<file path="src/rtl/mem_port_arbiter.sv">
// rtl/mem_port_arbiter.sv - Fetch/data arbiter for one single-ported memory
// Data beats fetch, nothing is pre-empted, and a watchdog aborts stuck accesses.
module mem_port_arbiter #(
  parameter int TIMEOUT = 15
) (
  input  logic        clk,
  input  logic        rst,
  input  logic        if_req,
  input  logic [31:0] if_addr,
  input  logic        flush,
  output logic [31:0] if_rdata,
  output logic        if_valid,
  output logic        if_stall,
  input  logic        dm_rd,
  input  logic        dm_wr,
  input  logic [31:0] dm_addr,
  input  logic [31:0] dm_wdata,
  output logic [31:0] dm_rdata,
  output logic        dm_valid,
  output logic        dm_stall,
  output logic        mem_req,
  output logic        mem_we,
  output logic [31:0] mem_addr,
  output logic [31:0] mem_wdata,
  input  logic [31:0] mem_rdata,
  input  logic        mem_ack,
  output logic        err
);

  typedef enum logic [1:0] {IDLE, IF_WAIT, IF_DROP, DM_WAIT} state_t;

  localparam logic [7:0] TMO = 8'(TIMEOUT);

  state_t      state;
  state_t      state_nxt;
  logic [7:0]  wd_cnt;
  logic [31:0] req_addr;
  logic [31:0] req_wdata;
  logic        req_we;
  logic        dm_req;
  logic        grant_dm;
  logic        grant_if;
  logic        timeout;

  // A requester whose valid is high this cycle has been served and is not re-granted.
  assign dm_req   = dm_rd | dm_wr;
  assign grant_dm = dm_req & ~dm_valid;
  assign grant_if = if_req & ~flush & ~if_valid;
  assign timeout  = ~mem_ack & (wd_cnt == TMO);

  always_ff @(posedge clk or negedge rst) begin
    if (!rst) state <= IDLE;
    else      state <= state_nxt;
  end

  always_comb begin
    state_nxt = state;
    case (state)
      IDLE: begin
        if (grant_dm)      state_nxt = DM_WAIT;
        else if (grant_if) state_nxt = IF_WAIT;
      end
      IF_WAIT: begin
        if (mem_ack || timeout) state_nxt = IDLE;
        else if (flush)         state_nxt = IF_DROP;
      end
      IF_DROP, DM_WAIT: begin
        if (mem_ack || timeout) state_nxt = IDLE;
      end
      default: state_nxt = IDLE;
    endcase
  end

  always_comb begin
    mem_req   = (state != IDLE);
    mem_we    = req_we;
    mem_addr  = req_addr;
    mem_wdata = req_wdata;
    if_stall  = if_req & ~if_valid;
    dm_stall  = dm_req & ~dm_valid;
  end

  always_ff @(posedge clk or negedge rst) begin
    if (!rst) begin
      req_addr  <= '0;
      req_wdata <= '0;
      req_we    <= 1'b0;
      wd_cnt    <= '0;
      if_rdata  <= '0;
      if_valid  <= 1'b0;
      dm_rdata  <= '0;
      dm_valid  <= 1'b0;
      err       <= 1'b0;
    end else begin
      if_valid <= 1'b0;
      dm_valid <= 1'b0;
      case (state)
        IDLE: begin
          if (grant_dm) begin
            req_addr  <= dm_addr;
            req_wdata <= dm_wdata;
            req_we    <= dm_wr;
            wd_cnt    <= '0;
          end else if (grant_if) begin
            req_addr <= if_addr;
            req_we   <= 1'b0;
            wd_cnt   <= '0;
          end
        end
        IF_WAIT: begin
          if (mem_ack) begin
            if (!flush) begin
              if_rdata <= mem_rdata;
              if_valid <= 1'b1;
            end
          end else if (timeout) begin
            // A flush coinciding with the abort cancels the zero-data pulse too.
            err <= 1'b1;
            if (!flush) begin
              if_rdata <= '0;
              if_valid <= 1'b1;
            end
          end else if (flush) begin
            wd_cnt <= '0;
          end else begin
            wd_cnt <= wd_cnt + 8'd1;
          end
        end
        IF_DROP: begin
          if (timeout)       err    <= 1'b1;
          else if (!mem_ack) wd_cnt <= wd_cnt + 8'd1;
        end
        DM_WAIT: begin
          if (mem_ack) begin
            if (!req_we) dm_rdata <= mem_rdata;
            dm_valid <= 1'b1;
          end else if (timeout) begin
            err      <= 1'b1;
            dm_rdata <= '0;
            dm_valid <= 1'b1;
          end else begin
            wd_cnt <= wd_cnt + 8'd1;
          end
        end
        default: ;
      endcase
    end
  end

endmodule

</file>
<file path="config.mk">
export PLATFORM = sky130hd
export DESIGN_NAME = mem_port_arbiter
export DESIGN_NICKNAME = d
export VERILOG_FILES = /design/src/rtl/mem_port_arbiter.sv
export SDC_FILE = /design/constraint.sdc
export NUM_CORES = 1
export LEC_CHECK = 0
export BUFFER_PORTS_ARGS = -buffer_cell sky130_fd_sc_hd__buf_4
export CAP_MARGIN = 40
export CORE_MARGIN = 2
export CORE_UTILIZATION = 50
export DETAILED_ROUTE_END_ITERATION = 7
export PLACE_DENSITY = 0.84
export SLEW_MARGIN = 20
export SYNTH_ARGS = -nofsm -noshare
export SYNTH_HDL_FRONTEND = slang
export SYNTH_SLANG_ARGS = --single-unit
</file>
<file path="constraint.sdc">
create_clock -name clk -period 4.27 [get_ports clk]
set_input_delay 0.6405 -clock clk [delete_from_list [all_inputs] [get_ports clk]]
set_output_delay 0.6405 -clock clk [all_outputs]
set_load 0.1 [all_outputs]
</file>
## After elaboration in Yosys (flattened, before gate mapping)

Index checks and enable logic that the tools add are counted.

| cells by class | value |
|---|---|
| add/sub/neg operators | 1 |
| $mul | 0 |
| div/mod/pow operators | 0 |
| order comparisons | 0 |
| equality and inequality tests | 17 |
| shifts and indexed selects | 0 |
| muxes and demuxes | 37 |
| bitwise operators | 10 |
| reductions and logical operators | 15 |

Operators with widths:

| operator | count |
|---|---|
| 2-to-1 mux 32 bit | 9 |
| 2-to-1 mux 8 bit | 9 |
| one-hot mux 8 bit (4 select lines) | 1 |
| inequality test 2 bit (second input constant) | 11 |
| 2-to-1 mux 1 bit | 11 |
| 2-to-1 mux 2 bit | 5 |
| adder 8 x 1 -> 8 bit (second input constant) | 1 |
| equality test 8 x 4 -> 1 bit (second input constant) | 1 |
| nonzero test 2 bit | 4 |
| AND reduction 7 bit | 1 |
| inequality test 3 bit (second input constant) | 2 |
| one-hot mux 2 bit (3 select lines) | 1 |
| AND reduction 2 bit | 3 |
| AND reduction 3 bit | 2 |
| bitwise AND 1 bit | 5 |
| equality test 2 bit (second input constant) | 2 |
| NOT 1 bit | 4 |
| AND reduction 4 bit | 1 |
| OR reduction 2 bit | 2 |
| equality test 2 x 1 -> 1 bit (second input constant) | 1 |
| zero test 2 bit | 1 |
| one-hot mux 1 bit (2 select lines) | 1 |
| logical OR 1 bit | 1 |
| bitwise OR 1 bit | 1 |

| storage, ports and cells | value |
|---|---|
| flip-flop bits (word level) | 142 |
| bits in latches | 0 |
| bits in writable memories | 0 |
| ROM bits | 0 |
| input bits | 135 |
| output and inout port bits | 135 |
| word-level logic and storage cells | 90 |
| memories | 0 |

## Longest topological paths before layout

| logic depth | value |
|---|---|
| depth after elaboration | 6 |
| depth in mapped cells | 8 |
| gate-level depth less buffers | 5 |

## Least setup slack after synthesis

No wires, ideal clock.

| timing | value |
|---|---|
| path type | register to output |
| start | register if_valid |
| end | output port if_stall |
| arrival | 2.222 ns |
| required time | 3.629 ns |
| path slack | 1.407 ns |
| stages on the path, launching flop included | 2 |
| path buffers | 0 |
| path through | dfrtp_1 -> nor2b_1 |

| between the ends | value |
|---|---|
| cells in the longest elaborated chain, start to end | 2 |

RTL lines:

| item | RTL line | RTL |
|---|---|---|
| start: declaration | 12 | `output logic if_valid,` |
| start signal: assignment | 90 | `if_valid <= 1'b0;` |
| start signal: assignment | 95 | `if_valid <= 1'b0;` |
| start signal: assignment | 114 | `if_valid <= 1'b1;` |
| NOT 1 bit | 79 | `if_stall = if_req & ~if_valid;` |
| bitwise AND 1 bit | 79 |  |
| end: declaration | 13 | `output logic if_stall,` |

Every way passes these cells.

## Final worst setup path

| timing | value |
|---|---|
| start | register wd_cnt[0] |
| end | register dm_rdata[25] |

| between the ends | value |
|---|---|
| cells in the longest elaborated chain, start to end | 4 |

RTL lines:

| item | RTL line | RTL |
|---|---|---|
| start: declaration | 36 | `logic [7:0] wd_cnt;` |
| start signal: assignment | 126 | `wd_cnt <= wd_cnt + 8'd1;` |
| start signal: assignment | 131 | `else if (!mem_ack) wd_cnt <= wd_cnt + 8'd1;` |
| start signal: assignment | 142 | `wd_cnt <= wd_cnt + 8'd1;` |
| equality test 8 x 4 -> 1 bit | 49 | `assign timeout = ~mem_ack & (wd_cnt == TMO);` |
| bitwise AND 1 bit | 49 |  |
| nonzero test 2 bit (no source line) | n/a |  |
| AND reduction 3 bit (no source line) | n/a |  |
| end signal: assignment | 135 | `if (!req_we) dm_rdata <= mem_rdata;` |
| end: declaration | 18 | `output logic [31:0] dm_rdata,` |

Every way passes these cells.
A chain may end at the register's enable or synchronous reset.

==> impl_metrics.py <==
metrics = {
    "sta": {
        "worstMarginPinSlew_ns": 0.688,
        "skew_ns": 0.00974,
        "final.min_clock_period_ns": 2.22,
        "fmax_mhz": 451,
        "finalMaxSlewViolations": 0,
        "slew-limit-headroom_pct": 54.2,
        "rsz0062_at_grt": "false",
        "setup_viol": 0,
        "final-hold-violation-count": 0,
        "min_period_over_period_pct": 52.0,
        "whs_ns": 0.126,
        "fin_tns_setup_ns": 0,
    },
    "synth": {
        "synth-edff-count": 0,
        "synth_cell_type_count": 40,
        "syn-cell-area_um2": 5990,
        "synth_seq_area_share_pct": 59.3,
        "synthFlopType": "dfrtp_1",
        "synth_warnings": 0,
        "muxShareOfSynthArea_pct": 10.9,
        "synth_largest_area_cell": "dfrtp_1",
        "ys_async_sr_fraction_pct": 100,
        "ys_seq_elements": 142,
        "synthCells": 561,
        "yosysMostFrequentCell": "nand2_1",
        "synthXorXnorAreaFrac_pct": 0,
        "synth.area.top_cells": "dfrtp_1, mux2i_1, nand2_1",
        "synth_top_area_share_pct": 59.3,
        "synth_compound_area_share_pct": 11.1,
        "syn_area_per_cell_um2": 10.7,
        "syn-num-nets": 697,
        "synth_fa_ha_area_share_pct": 0.209,
        "synth_top_family_by_area": "simple AND/OR/NAND/NOR gates",
        "synthSimpleGateAreaFrac_pct": 13.3,
        "netlist_top_cells_count": "nand2_1, dfrtp_1, mux2i_1, a22o_1, inv_1",
    },
    "global_route": {
        "grt_pass1_vias": 5383,
        "grt_pass1_wl_um": 26700,
        "gr-total-overflow": 0,
        "track_usage_pct": 26.5,
        "grt_start_max_net_pins": 84,
        "antenna_found_initial": 0,
    },
    "min_path": {
        "min-delay-path-class": "in -> async",
    },
    "final_layout": {
        "fin_area_um2": 8700,
        "final_core_util_pct": 75.2,
        "n_fill_cell": 802,
        "antenna_cells": 0,
        "syn_to_final_growth_pct": 45.2,
        "final_nets": 959,
        "drive_gt1_share_pct": 38.3,
    },
    "clock_tree": {
        "cts_buffers": 17,
        "cts_sinks": 142,
        "cts_tree": "done",
        "cts-root-buf": "clkbuf_16",
        "post_cts_buffers": 0,
        "ctsResizeCount": 0,
        "cts_buffer_depth": 2,
        "cts.htree.levels": 4,
        "clk_latency_ns": 0.41,
        "cts_hold_buf": 0,
        "clk_pin_slew_ns": 0.06,
    },
    "worst_setup_path": {
        "path_max_fanout": 32,
        "cp_data_required_time_ns": 4.59,
        "critPathMaxStageDelay_ns": 0.50,
        "worstPathCellList": "ha_1 -> nand4b_1 -> o31ai_4 -> nand3_4 -> mux2i_1",
        "arrival_ns": 2.54,
        "cp-start-kind": "flop",
        "slowest_stage": "nand3_4",
        "criticalPathCategory": "reg -> reg",
        "setup.worst_path.end_class": "flop",
    },
    "placement": {
        "place_congestion": 0.864,
        "numPortBuffers": 269,
        "placed_area_um2": 8140,
        "dpl.hpwl_um": 12200,
    },
    "routing": {
        "wl_per_cell_um": 17.0,
        "drc": 0,
        "drtIter0Drc": 495,
        "ant_nets": 0,
        "vias": 5171,
        "first_pass_iters": 4,
        "viasPerCell": 5.28,
        "routed_wl_um": 16600,
    },
    "die": {
        "initial_core_util_pct": 51.8,
        "coreArea_um2": 11600,
        "die-height_um": 113,
        "dieArea_um2": 12900,
        "rows": 39,
        "ios": 270,
        "die_width_um": 113,
    },
    "job": {
        "drv_cap": 0,
    },
    "run_status": {
        "status": "finished clean",
    },
}
## sequential cells by signal, indices dropped and copies added, names as in the netlist
signal and cells:
if_rdata 32, err 1, mem_we 1, wd_cnt 8, dm_rdata 32, mem_addr 32, state 2, if_valid 1
dm_valid 1, mem_wdata 32
## placed cells by master (no fill, tap or decap), types with 3 or more instances in the layout
| cell | count |
|---|---|
| nand2_1 | 166 |
| a22o_1 | 37 |
| mux2i_1 | 65 |
| inv_6 | 4 |
| and3_1 | 3 |
| o21ai_0 | 34 |
| clkinv_4 | 4 |
| buf_4 | 273 |
| clkbuf_16 | 17 |
| a21oi_1 | 4 |
| clkinvlp_4 | 4 |
| and2_1 | 3 |
| nor2_1 | 4 |
| dfrtp_1 | 142 |
| inv_1 | 37 |
## cell type report
type | count | area [um2] | share of cell area, %
Sequential cell | 142 | 3550 | 40.8
Multi-Input combinational cell | 349 | 2160 | 24.8
Timing Repair Buffer | 276 | 2100 | 24.2
Clock buffer | 18 | 429 | 4.93
Tap cell | 143 | 179 | 2.06
Inverter | 37 | 139 | 1.60
Clock inverter | 14 | 135 | 1.55
## cells by family (layout without fill, tap and decap cells)
group / after synthesis / after routing
simple gates: 193 / 193
flops: 142 / 142
compound gates: 90 / 90
buf+inv: 70 / 345
mux: 65 / 65
fa+ha+maj: 1 / 1
## through the flow
| stage | instances | setup slack (ns) |
|---|---|---|
| after floorplan | 561 | 1.41 |
| after global placement | 945 | 1.91 |
| after detailed placement | 947 | 1.88 |
| after CTS | 979 | 2.06 |
| after global routing | 979 | 1.92 |
| final | 979 | 2.05 |
## path summary, 6_finish.rpt
check	cells past startpoint	endpoint	slack, ns	startpoint
setup / recovery	5	dm_rdata[25]	2.05	wd_cnt[0]
setup reg to reg	5	dm_rdata[25]	2.05	wd_cnt[0]
min in group clk	3	mem_wdata[15]	0.42	dm_wdata[15]
hold reg to reg	1	err	0.46	err
hold / removal	1	if_rdata[5]	0.13	rst
max in group asynchronous	3	mem_wdata[16]	3.09	rst
## per-layer routing
layer	track usage, %	up-vias	routed length (um)
met2	45.0	230	8350
met5	0	-	0
met4	12.3	0	558
met3	7.44	36	1240
li1	-	2392	-
met1	31.6	2513	6490
## critical path, delay by kind of cell, from the launching register on
kind	cells	cell delay [ns]
compound gates	1	0.33
mux	1	0.38
fa+ha+maj	1	0.24
simple gates	2	0.76
flops	1	0.39
Power is not shown: default switching activity piles up to over one toggle a cycle in this logic, so the estimate is an artifact.
